<file path="config.mk">
export PLATFORM = sky130hd
export DESIGN_NAME = fsm_peripheral_rx_fifo_flat
export DESIGN_NICKNAME = d
export VERILOG_FILES = /design/src/rtl/fsm_peripheral_rx_fifo_if.sv /design/src/rtl/fsm_peripheral_rx_fifo.sv /design/src/flat_wrapper.sv
export SDC_FILE = /design/constraint.sdc
export NUM_CORES = 1
export LEC_CHECK = 0
export CAP_MARGIN = 20
export CORE_MARGIN = 1
export CORE_UTILIZATION = 25
export CTS_CLUSTER_SIZE = 28
export DETAILED_ROUTE_END_ITERATION = 8
export GPL_TIMING_DRIVEN = 1
export PLACE_DENSITY = 0.42
export SYNTH_ARGS = -nofsm -noshare
export SYNTH_HDL_FRONTEND = slang
export SYNTH_SLANG_ARGS = --single-unit
</file>
<file path="constraint.sdc">
create_clock -name clk_per -period 6.7 [get_ports clk_per]
set_input_delay 1.675 -clock clk_per [delete_from_list [all_inputs] [get_ports clk_per]]
set_output_delay 1.675 -clock clk_per [all_outputs]
set_load 0.03 [all_outputs]
</file>
<file path="src/rtl/fsm_peripheral_rx_fifo_if.sv">
// Controller-to-peripheral handshake plus local FIFO drain bus.
// master = controller/drain side, slave = the receiver peripheral.
interface fsm_peripheral_rx_fifo_if #(
  parameter int DATA_W = 32,
  parameter int DEPTH  = 4
);
  localparam int CW = $clog2(DEPTH + 1);

  logic              SEND_per;
  logic [DATA_W-1:0] inputData_per;
  logic              outACK_per;
  logic              rd_en_per;
  logic [DATA_W-1:0] rd_data_per;
  logic              rd_valid_per;
  logic              full_per;
  logic [CW-1:0]     count_per;

  modport master (
    output SEND_per, inputData_per, rd_en_per,
    input  outACK_per, rd_data_per, rd_valid_per, full_per, count_per
  );

  modport slave (
    input  SEND_per, inputData_per, rd_en_per,
    output outACK_per, rd_data_per, rd_valid_per, full_per, count_per
  );
endinterface

</file>
<file path="src/rtl/fsm_peripheral_rx_fifo.sv">
// Four-phase SEND/ACK receiver into a DEPTH-word FWFT FIFO; ACK rises SYNC_STAGES+1 cycles after SEND.
// Back-pressure: ACK is withheld while the FIFO is full; one word is taken per handshake.
module fsm_peripheral_rx_fifo #(
  parameter int DATA_W      = 32,
  parameter int DEPTH       = 4,
  parameter int SYNC_STAGES = 2
) (
  input  logic clk_per,
  input  logic rst_per,
  fsm_peripheral_rx_fifo_if.slave bus
);
  localparam int PW = $clog2(DEPTH);
  localparam int CW = $clog2(DEPTH + 1);

  typedef enum logic [1:0] {
    WAIT_LOW = 2'd0,
    IDLE     = 2'd1,
    ACK      = 2'd2
  } state_t;

  state_t            state_q;
  logic              ack_q;
  logic              send_s;
  logic [PW-1:0]     wr_ptr_q;
  logic [PW-1:0]     rd_ptr_q;
  logic [CW-1:0]     count_q;
  logic [DATA_W-1:0] mem [DEPTH];
  logic              full;
  logic              wr_en;
  logic              rd_en;

  // Sync flops reset to 1 so a request held across reset looks stale, not new.
  generate
    if (SYNC_STAGES == 0) begin : g_nosync
      assign send_s = bus.SEND_per;
    end else begin : g_sync
      logic [SYNC_STAGES-1:0] sync_q;
      always_ff @(posedge clk_per) begin
        if (rst_per) begin
          sync_q <= '1;
        end else begin
          sync_q[0] <= bus.SEND_per;
          for (int i = 1; i < SYNC_STAGES; i++) begin
            sync_q[i] <= sync_q[i-1];
          end
        end
      end
      assign send_s = sync_q[SYNC_STAGES-1];
    end
  endgenerate

  assign full  = (count_q == CW'(DEPTH));
  assign wr_en = (state_q == IDLE) && send_s && !full;
  assign rd_en = bus.rd_en_per && (count_q != '0);

  always_ff @(posedge clk_per) begin
    if (rst_per) begin
      state_q <= WAIT_LOW;
      ack_q   <= 1'b0;
    end else begin
      case (state_q)
        WAIT_LOW: begin
          ack_q <= 1'b0;
          if (!send_s) state_q <= IDLE;
        end
        IDLE: begin
          if (wr_en) begin
            state_q <= ACK;
            ack_q   <= 1'b1;
          end else begin
            ack_q   <= 1'b0;
          end
        end
        ACK: begin
          if (!send_s) begin
            state_q <= IDLE;
            ack_q   <= 1'b0;
          end else begin
            ack_q   <= 1'b1;
          end
        end
        default: begin
          state_q <= WAIT_LOW;
          ack_q   <= 1'b0;
        end
      endcase
    end
  end

  // Storage has no reset: contents are invisible until count_q says otherwise.
  always_ff @(posedge clk_per) begin
    if (wr_en) mem[wr_ptr_q] <= bus.inputData_per;
  end

  always_ff @(posedge clk_per) begin
    if (rst_per) begin
      wr_ptr_q <= '0;
      rd_ptr_q <= '0;
      count_q  <= '0;
    end else begin
      if (wr_en) wr_ptr_q <= wr_ptr_q + PW'(1);
      if (rd_en) rd_ptr_q <= rd_ptr_q + PW'(1);
      case ({wr_en, rd_en})
        2'b10:   count_q <= count_q + CW'(1);
        2'b01:   count_q <= count_q - CW'(1);
        default: count_q <= count_q;
      endcase
    end
  end

  assign bus.outACK_per   = ack_q;
  assign bus.rd_data_per  = mem[rd_ptr_q];
  assign bus.rd_valid_per = (count_q != '0);
  assign bus.full_per     = full;
  assign bus.count_per    = count_q;
endmodule
</file>
<file path="src/flat_wrapper.sv">
// flat-port wrapper written by rule: the top's interface ports become plain ports
module fsm_peripheral_rx_fifo_flat 
#(
  parameter int DATA_W      = 32,
  parameter int DEPTH       = 4,
  parameter int SYNC_STAGES = 2
)
  (clk_per, rst_per, bus_SEND_per, bus_inputData_per, bus_rd_en_per, bus_outACK_per, bus_rd_data_per, bus_rd_valid_per, bus_full_per, bus_count_per);
  fsm_peripheral_rx_fifo_if #(.DATA_W(DATA_W), .DEPTH(DEPTH)) bus_i ();
  input  logic clk_per;
  input  logic rst_per;
  input wire logic [$bits(bus_i.SEND_per)-1:0] bus_SEND_per;
  input wire logic [$bits(bus_i.inputData_per)-1:0] bus_inputData_per;
  input wire logic [$bits(bus_i.rd_en_per)-1:0] bus_rd_en_per;
  output wire logic [$bits(bus_i.outACK_per)-1:0] bus_outACK_per;
  output wire logic [$bits(bus_i.rd_data_per)-1:0] bus_rd_data_per;
  output wire logic [$bits(bus_i.rd_valid_per)-1:0] bus_rd_valid_per;
  output wire logic [$bits(bus_i.full_per)-1:0] bus_full_per;
  output wire logic [$bits(bus_i.count_per)-1:0] bus_count_per;
  assign bus_i.SEND_per = bus_SEND_per;
  assign bus_i.inputData_per = bus_inputData_per;
  assign bus_i.rd_en_per = bus_rd_en_per;
  assign bus_outACK_per = bus_i.outACK_per;
  assign bus_rd_data_per = bus_i.rd_data_per;
  assign bus_rd_valid_per = bus_i.rd_valid_per;
  assign bus_full_per = bus_i.full_per;
  assign bus_count_per = bus_i.count_per;
  fsm_peripheral_rx_fifo #(.DATA_W(DATA_W), .DEPTH(DEPTH), .SYNC_STAGES(SYNC_STAGES)) u_core (.clk_per(clk_per), .rst_per(rst_per), .bus(bus_i));
endmodule
</file>
Yosys cells after proc, flatten, opt, wreduce, memory -nomap -nowiden

Memory sizes are Yosys's and may differ from the RTL's. A register that Yosys moved wholly into a read port is not among the register bits.
Index checks and enable logic that the tools add are counted.
Widths: inputs -> output; s select.

Flip-flop bits (word level): 12
RAM bits: 128
Output and inout bits: 38
Memories kept: 1

Memory list:

| name       | words | bits a word | rd ports | clocked after memory_dff | wr ports | RTL line                     | text |
|---|---|---|---|---|---|---|---|
| u_core.mem | 4     | 32          | 1        | 1                        | 1        | fsm_peripheral_rx_fifo.sv:27 | `logic [DATA_W-1:0] mem [DEPTH];` |

Add/subtract/negate cells: 4
Equality and inequality tests: 7
Multiplexer cells: 10
Reductions and logical operators: 9

Operator list:

| operator            | count |
|---|---|
| $mux 2              | 4 |
| $pmux 3 s2          | 1 |
| $add 2x1->2 const B | 2 |
| $eq 2x1->1 const B  | 2 |
| $eq 2x2->1 const B  | 2 |
| $pmux 2 s2          | 1 |
| $add 3x1->3 const B | 1 |
| $eq 3x3->1 const B  | 1 |
| $logic_and 1x1->1   | 3 |
| $mux 1              | 3 |
| $reduce_bool 3->1   | 1 |
| $sub 3x1->3 const B | 1 |
| $logic_not 2->1     | 1 |
| $ne 2x1->1 const B  | 1 |
| $ne 2x2->1 const B  | 1 |
| $pmux 1 s2          | 1 |
| $reduce_and 2->1    | 1 |
| $reduce_bool 2->1   | 1 |
| $reduce_or 2->1     | 1 |
| $logic_not 1->1     | 1 |

Logic depth before layout (Yosys ltp)

Gate-level depths: netlist (run 1).

Word-level depth: 5
Mapped depth: 12

Worst setup path after synthesis (run 1)

Ideal clock, no wire load.

Path type: input-to-reg
From: in bus_rd_en_per
To: reg u_core.count_q[2] (netlist: u_core.bus.count_per[2])
Arrival: 2.980 ns
Data required time: 6.629 ns
Path slack: 3.649 ns
Stages on the path: 7
Path buffers: 0
Cell sequence: o31a_1 ha_1 inv_1 fa_1 xor2_1 or3_1 a21oi_1

Word-level cells in the longest chain between the ends: 3

Ends and longest elaborated chain:

| element                                         | RTL line                      | text |
|---|---|---|
| start: declaration                              | flat_wrapper.sv:14            | `input wire logic [$bits(bus_i.rd_en_per)-1:0] bus_rd_en_per;` |
| $logic_and 1x1->1 *                             | fsm_peripheral_rx_fifo.sv:54  | `assign rd_en = bus.rd_en_per && (count_q != '0);` |
| $eq 2x1->1 or $eq 2x2->1 (tied branches)        | fsm_peripheral_rx_fifo.sv:103 | `case ({wr_en, rd_en})` |
| $pmux 3 s2 or $reduce_bool 2->1 (tied branches) | --                            |  |
| end signal: assignment                          | fsm_peripheral_rx_fifo.sv:104 | `2'b10: count_q <= count_q + CW'(1);` |
| end signal: assignment                          | fsm_peripheral_rx_fifo.sv:105 | `2'b01: count_q <= count_q - CW'(1);` |
| end signal: assignment                          | fsm_peripheral_rx_fifo.sv:106 | `default: count_q <= count_q;` |
| end: declaration                                | fsm_peripheral_rx_fifo.sv:26  | `logic [CW-1:0] count_q;` |

Every way passes the cells marked *; elsewhere a longest branch is shown, timed or not.
A chain may end at the register's enable or synchronous reset.

==> impl_metrics.csv, run 1 <==
group,metric,value,unit
run_status,status,"completed",
floorplan,ios,74,
logic_synthesis,synth_top_area_share,0.7148,
floorplan,start_util,0.2550,
route,num_vias,2557,
logic_synthesis,syn_area_per_cell,21.34,µm²
final_layout,post_route_cells_drive_above_1_share,0.2120,
setup_path,r2r_slack,4.29,ns
sta,worst_pin_slew,0.9680,ns
final_layout,antenna_cells,0,
setup_path,path_cells,"buf_4 -> mux4_2 -> clkdlybuf4s50_1",
clock_network,cts_setup_buffers,0,
logic_synthesis,synth-seq-cells,142,
logic_synthesis,synth-edff-count,128,
setup_path,worstSetupPathDepth,3,
floorplan,core,0.02109,mm²
place,io_buffers,73,
clock_network,clockBufferDepth,2,
route,wl,10.20,mm
setup_path,critPathMaxStageDelay,0.84,ns
logic_synthesis,synth_top_area_cell,"edfxtp_1",
route,ant_nets,0,
setup_path,arrival,2.82,ns
place,dp_hpwl,6.070,mm
final_layout,final_area,0.007030,mm²
logic_synthesis,async_reset_ff_frac,0,
clock_network,clkTransAtPathRegs,0.06,ns
clock_network,root_buffer,"clkbuf_16",
logic_synthesis,ys.flop_type,"edfxtp_1",
setup_path,reg2reg_depth,11,
sta,fmax,222.5,MHz
sta,finalSetupViolCount,0,
min_path,min_from,"u_core.g_sync.sync_q[0]",
power,ir_drop,0.1551,mV
setup_path,cp.required,5.03,ns
logic_synthesis,syn_nets,299,
logic_synthesis,synth_common_cells,"128 x edfxtp_1, 32 x mux4_2, 14 x dfxtp_1",
clock_network,cts_tree,"done",
logic_synthesis,synth_seq_area_share,0.7669,
route,drtIter0Drc,88,
setup_path,critPathLaunchType,"flip-flop",
final_layout,final_util,0.3334,
sta,drv_slew,0,
place,placed_cell_area,0.006410,mm²
floorplan,rows,53,
global_route,antenna_found_initial,0,
floorplan,die_x,148.7,µm
clock_network,clock-sinks,142,
setup_path,worstReg2RegStart,"u_core.state_q[1]",
setup_path,criticalPathCategory,"flip-flop to output port",
sta,finalHoldViolCount,0,
clock_network,cts_resized,0,
sta,relSlewSlack,0.3547,
sta,rsz0062_at_grt,"false",
setup_path,endpoint_kind,"output port",
min_path,hold_path_class,"flip-flop to flip-flop",
sta,period_share,0.6708,
clock_network,insertion_delay,0.41,ns
route,drt-wirelength-per-cell,16.35,µm
setup_path,slowest_stage,"dfxtp_2",
logic_synthesis,yosysMostFrequentCell,"edfxtp_1",
route,avgViaCountPerCell,4.098,
sta,period_minus_slack,4.494,ns
min_path,whs_path_depth,1,
global_route,grt_max_degree,33,
clock_network,cts_hold_buffers,0,
setup_path,critPathTopFamily,"buffers and inverters",
logic_synthesis,ys_warn_count,0,
power,power_density,333.1,mW/mm²
global_route,grt_pass1_vias,2784,
global_route,grt_pass1_wl,15.80,mm
clock_network,cts_buffers,17,
floorplan,die_area,0.02210,mm²
job,cap_violations,0,
global_route,grt_usage,0.09991,
logic_synthesis,synth_area_leaders,"edfxtp_1 71%, mux4_2 13%, dfxtp_1 5.2%",
power,leakage,2.201,nW
min_path,hold_end,"u_core.g_sync.sync_q[1]",
setup_path,timing.rr.end,"u_core.bus.count_per[2]",
route,dr.pass1.iters,4,
setup_path,path_max_fanout,20,
sta,fin_setup_tns,0,ns
place,globalplace.congestion,0.6803,
setup_path,cp_num_buf_inv,2,
route,drc_errors,0,
sta,finClkSkew,0.007364,ns
final_layout,syn_to_final_growth,30.74,%
logic_synthesis,yosys.cell_types.count,33,
floorplan,die-height,148.7,µm
final_layout,nNetsFinal,383,
power,finalPower,2.342,mW
logic_synthesis,synthCells,252,
global_route,grt_overflow,0,
clock_network,h-tree-depth,4,
logic_synthesis,syn_area,0.005378,mm²
area by class of cell:
type,count,area (µm²)
tap,275,344.1
multi-input combinational,91,1161
timing repair buffer,74,738.2
clock buffer,18,429.2
clock inverter,14,191.4
fill,2018,14060
inverter,10,40.04
sequential,142,4126
worst register-to-register path: stages (launching register included):
cell and delay, ns:
dfxtp_1 0.41, inv_1 0.11, ha_1 0.28, nand2_1 0.14
nor2_1 0.09, inv_1 0.09, ha_1 0.18, inv_1 0.06
fa_1 0.37, xor2_1 0.15, or3_1 0.31, a21oi_1 0.15
routing by layer:
layer	track usage	wire length, µm	vias up
met2	0.1600	5171	54
li1	-	-	1195
met3	0.03773	514	10
met4	0.03557	106	0
met1	0.1227	4411	1298
met5	0	0	-
placed cells by master, fill, tap and decap left out, types with 2 or more instances in the layout:
cell / n
dfxtp_1: 12
or2_2: 2
clkdlybuf4s50_1: 73
o31a_1: 2
nor2_1: 8
bufinv_16: 4
or3_1: 3
clkinv_4: 4
and2_2: 4
ha_1: 10
clkbuf_16: 17
xor2_1: 3
clkinv_2: 4
nand2_1: 3
mux4_2: 32
o21ai_0: 4
dfxtp_2: 2
nand2b_1: 2
nand4_1: 2
inv_1: 9
a21oi_1: 6
edfxtp_1: 128
per-stage QoR:
| step | worst slack [ns] | std cells | hold WS [ns] |
|---|---|---|---|
| 2_1_floorplan | 3.649 | 252 | 0.3895 |
| 3_3_place_gp | 2.537 | 592 | 0.3928 |
| 3_5_place_dp | 2.529 | 592 | 0.3971 |
| 4_1_cts | 2.076 | 624 | 0.4116 |
| 5_1_grt | 1.978 | 624 | 0.4360 |
| 6_report | 2.206 | 624 | 0.4081 |
power breakdown:
group          internal [mW]  total (mW)  leakage (nW)  switching (mW)
logic                  0.176       0.347         0.629           0.171
clock network          0.623       0.975         0.304           0.351
registers              0.985        1.02          1.27          0.0351
total                   1.78        2.34          2.20           0.558
worst max path at each step:
stage / endpoint / start
after floorplan: u_core.bus.count_per[2] / bus_rd_en_per
after global placement: bus_rd_data_per[9] / flip-flop
after detailed placement: bus_rd_data_per[22] / flip-flop
after CTS: bus_rd_data_per[22] / flip-flop
after global routing: bus_rd_data_per[4] / flip-flop
final: bus_rd_data_per[22] / flip-flop
logic make-up (layout without fill, tap and decap cells):
group | after synthesis | after routing | synth area share
fa+ha+maj | 11 | 11 | 0.02699
mux | 32 | 32 | 0.1340
compound gates | 17 | 17 | 0.02024
xor+xnor | 4 | 4 | 0.006516
simple gates | 27 | 27 | 0.02722
flops | 142 | 142 | 0.7669
buf+inv | 19 | 116 | 0.01815
flip-flops by register name, summed over array words and instances (netlist names), named ones only:
name,flops
u_core.bus.outACK_per,1
u_core.g_sync.sync_q,2
u_core.bus.count_per,3
u_core.rd_ptr_q,2
u_core.mem,128
u_core.wr_ptr_q,2
u_core.state_q,2
(Power assumes the default switching activity.)
==> inputs of run 2 (changes only) <==
--- a/config.mk
+++ b/config.mk
@@ -11,7 +11,7 @@
 export CTS_CLUSTER_SIZE = 28
 export DETAILED_ROUTE_END_ITERATION = 8
 export GPL_TIMING_DRIVEN = 1
-export PLACE_DENSITY = 0.42
+export PLACE_DENSITY = 0.43
 export SYNTH_ARGS = -nofsm -noshare
 export SYNTH_HDL_FRONTEND = slang
 export SYNTH_SLANG_ARGS = --single-unit
==> constraint.sdc (replaced) <==
create_clock -name clk_per -period 3.8 [get_ports clk_per]
set_input_delay 0.95 -clock clk_per [delete_from_list [all_inputs] [get_ports clk_per]]
set_output_delay 0.95 -clock clk_per [all_outputs]
set_load 0.03 [all_outputs]
==> impl_metrics.csv, run 2 (synthesized netlist as in run 1, its figures left out) <==
group,metric,value,unit
setup_path,cp.required,2.85,ns
setup_path,reg2reg_depth,10,
clock_network,cts_tree,"done",
clock_network,clockBufferDepth,2,
floorplan,die-height,148.7,µm
route,drt-wirelength-per-cell,16.51,µm
floorplan,die_x,148.7,µm
floorplan,core,0.02109,mm²
final_layout,post_route_cells_drive_above_1_share,0.2143,
final_layout,largest_reg_flops,128,
global_route,grt_overflow,0,
setup_path,worstSetupPathDepth,3,
floorplan,ios,74,
final_layout,layout.area.seq,0.004126,mm²
sta,period_minus_slack,3.327,ns
power,p_int,3.021,mW
sta,relSlewSlack,0.3477,
setup_path,slowest_stage,"clkdlybuf4s50_1",
run_status,status,"completed",
min_path,hold_path_class,"flip-flop to flip-flop",
sta,rsz0062_at_grt,"false",
power,clkPwrFrac,0.397,
clock_network,cts_hold_buffers,0,
clock_network,clock-sinks,142,
route,avgViaCountPerCell,4.179,
setup_path,critPathMaxStageDelay,0.62,ns
power,p_comb_frac,0.163,
final_layout,antenna_cells,0,
setup_path,timing.rr.end,"u_core.bus.count_per[2]",
sta,whs,0.4023,ns
clock_network,cts_resized,0,
setup_path,critPathLaunchType,"flip-flop",
clock_network,insertion_delay,0.42,ns
route,ant_nets,0,
sta,fmax,300.6,MHz
global_route,grt_pass1_wl,16.01,mm
power,ir_drop,0.2968,mV
place,io_buffers,73,
setup_path,path_cells,"buf_12 -> mux4_2 -> clkdlybuf4s50_1",
floorplan,rows,53,
sta,finClkSkew,0.01005,ns
setup_path,criticalPathCategory,"flip-flop to output port",
setup_path,endpoint_kind,"output port",
route,drc_errors,0,
route,wl,10.32,mm
clock_network,cts_setup_buffers,0,
sta,drv_slew,0,
place,globalplace.congestion,0.6539,
global_route,grt_max_degree,33,
power,leakage,2.188,nW
final_layout,multi_input_comb_area,0.001161,mm²
route,dr.pass1.iters,5,
sta,finalSetupViolCount,0,
clock_network,h-tree-depth,4,
setup_path,cp-endpoint,"bus_rd_data_per[14]",
setup_path,path_max_fanout,27,
final_layout,syn_to_final_growth,30.46,%
power,netSwitchingPower,1.010,mW
setup_path,cp_num_buf_inv,2,
setup_path,critPathTopFamily,"buffers and inverters",
job,cap_violations,0,
route,drtIter0Drc,122,
setup_path,arrival,2.38,ns
sta,fin_setup_tns,0,ns
clock_network,clkTransAtPathRegs,0.06,ns
final_layout,final_common_cell,"edfxtp_1",
global_route,antenna_found_initial,0,
sta,worst_pin_slew,0.9785,ns
final_layout,largest_register,"u_core.mem",
power,p_seq_frac,0.439,
global_route,grt_pass1_vias,2814,
clock_network,root_buffer,"clkbuf_16",
global_route,grt_usage,0.1011,
floorplan,start_util,0.2550,
setup_path,worstReg2RegStart,"u_core.bus.count_per[2]",
sta,finalHoldViolCount,0,
place,dp_hpwl,6.106,mm
clock_network,cts_buffers,17,
place,placed_cell_area,0.006442,mm²
final_layout,nNetsFinal,384,
route,num_vias,2612,
final_layout,final_area,0.007015,mm²
sta,period_share,0.8755,
final_layout,nFillCells,2037,
final_layout,final_cell_mix,"128 x edfxtp_1, 73 x clkdlybuf4s50_1, 32 x mux4_2",
floorplan,die_area,0.02210,mm²
power,power_density,574.6,mW/mm²
setup_path,r2r_slack,1.33,ns
power,p_sw_frac,0.2506,
-- run 2: cell types whose count changed in the layout (fill, tap and decap cells not counted) --
| cell | change |
|---|---|
| buf_12 | +2 |
| bufinv_16 | -2 |
| buf_4 | -1 |
| clkinv_2 | +1 |
| clkinvlp_4 | +1 |
-- run 2: worst min-delay path by stage --
| stage | startpoint | endpoint | slack, ns | depth (start not counted) |
|---|---|---|---|---|
| floorplan | u_core.g_sync.sync_q[0] | u_core.g_sync.sync_q[1] | 0.39 | 1 |
| global placement | u_core.g_sync.sync_q[0] | u_core.g_sync.sync_q[1] | 0.40 | 1 |
| detailed placement | u_core.g_sync.sync_q[0] | u_core.g_sync.sync_q[1] | 0.40 | 1 |
| CTS | u_core.g_sync.sync_q[0] | u_core.g_sync.sync_q[1] | 0.41 | 1 |
| global route | u_core.g_sync.sync_q[0] | u_core.g_sync.sync_q[1] | 0.42 | 1 |
| finish | u_core.g_sync.sync_q[0] | u_core.g_sync.sync_q[1] | 0.40 | 1 |
-- run 2: cell type report --
type | instances | share of cell area
clock buffer | 18 | 0.06117
clock inverter | 14 | 0.02051
inverter | 10 | 0.005707
multi-input combinational | 91 | 0.1655
sequential | 142 | 0.5882
tap | 275 | 0.04905
timing repair buffer | 75 | 0.1099
-- run 2: metal layers --
metal	vias to the layer above	track usage	wire, µm
li1	1198	-	-
met1	1333	0.1212	4546
met2	65	0.1643	5063
met3	16	0.03160	507
met4	0	0.04948	198
met5	-	0	0
-- run 2: power by group through the flow --
stage / clock [mW] / combinational, mW / sequential [mW]
after floorplan: 0 / 0.423 / 1.80
final: 1.60 / 0.658 / 1.77
after detailed placement: 0 / 0.673 / 1.81
after global routing: 1.70 / 0.703 / 1.78
after CTS: 1.64 / 0.675 / 1.77
after global placement: 0 / 0.670 / 1.80
-- run 2: through the flow --
step | worst slack, ns | total power [mW] | cells | util
global placement | 0.8612 | 2.475 | 593 | 0.3055
global route | 0.3341 | 4.183 | 625 | 0.3327
floorplan | 1.313 | 2.220 | 252 | -
detailed placement | 0.8217 | 2.478 | 593 | 0.3055
finish | 0.4732 | 4.031 | 625 | 0.3327
CTS | 0.4017 | 4.087 | 625 | 0.3327
==> inputs of run 3 (changes only) <==
--- a/config.mk
+++ b/config.mk
@@ -11,6 +11,7 @@
 export CTS_CLUSTER_SIZE = 28
 export DETAILED_ROUTE_END_ITERATION = 8
 export GPL_TIMING_DRIVEN = 1
+export HOLD_SLACK_MARGIN = 0.12
 export PLACE_DENSITY = 0.43
 export SYNTH_ARGS = -nofsm -noshare
 export SYNTH_HDL_FRONTEND = slang
==> results of run 3 <==
Same layout as run 2: the final DEF is identical, and so are final timing and power.
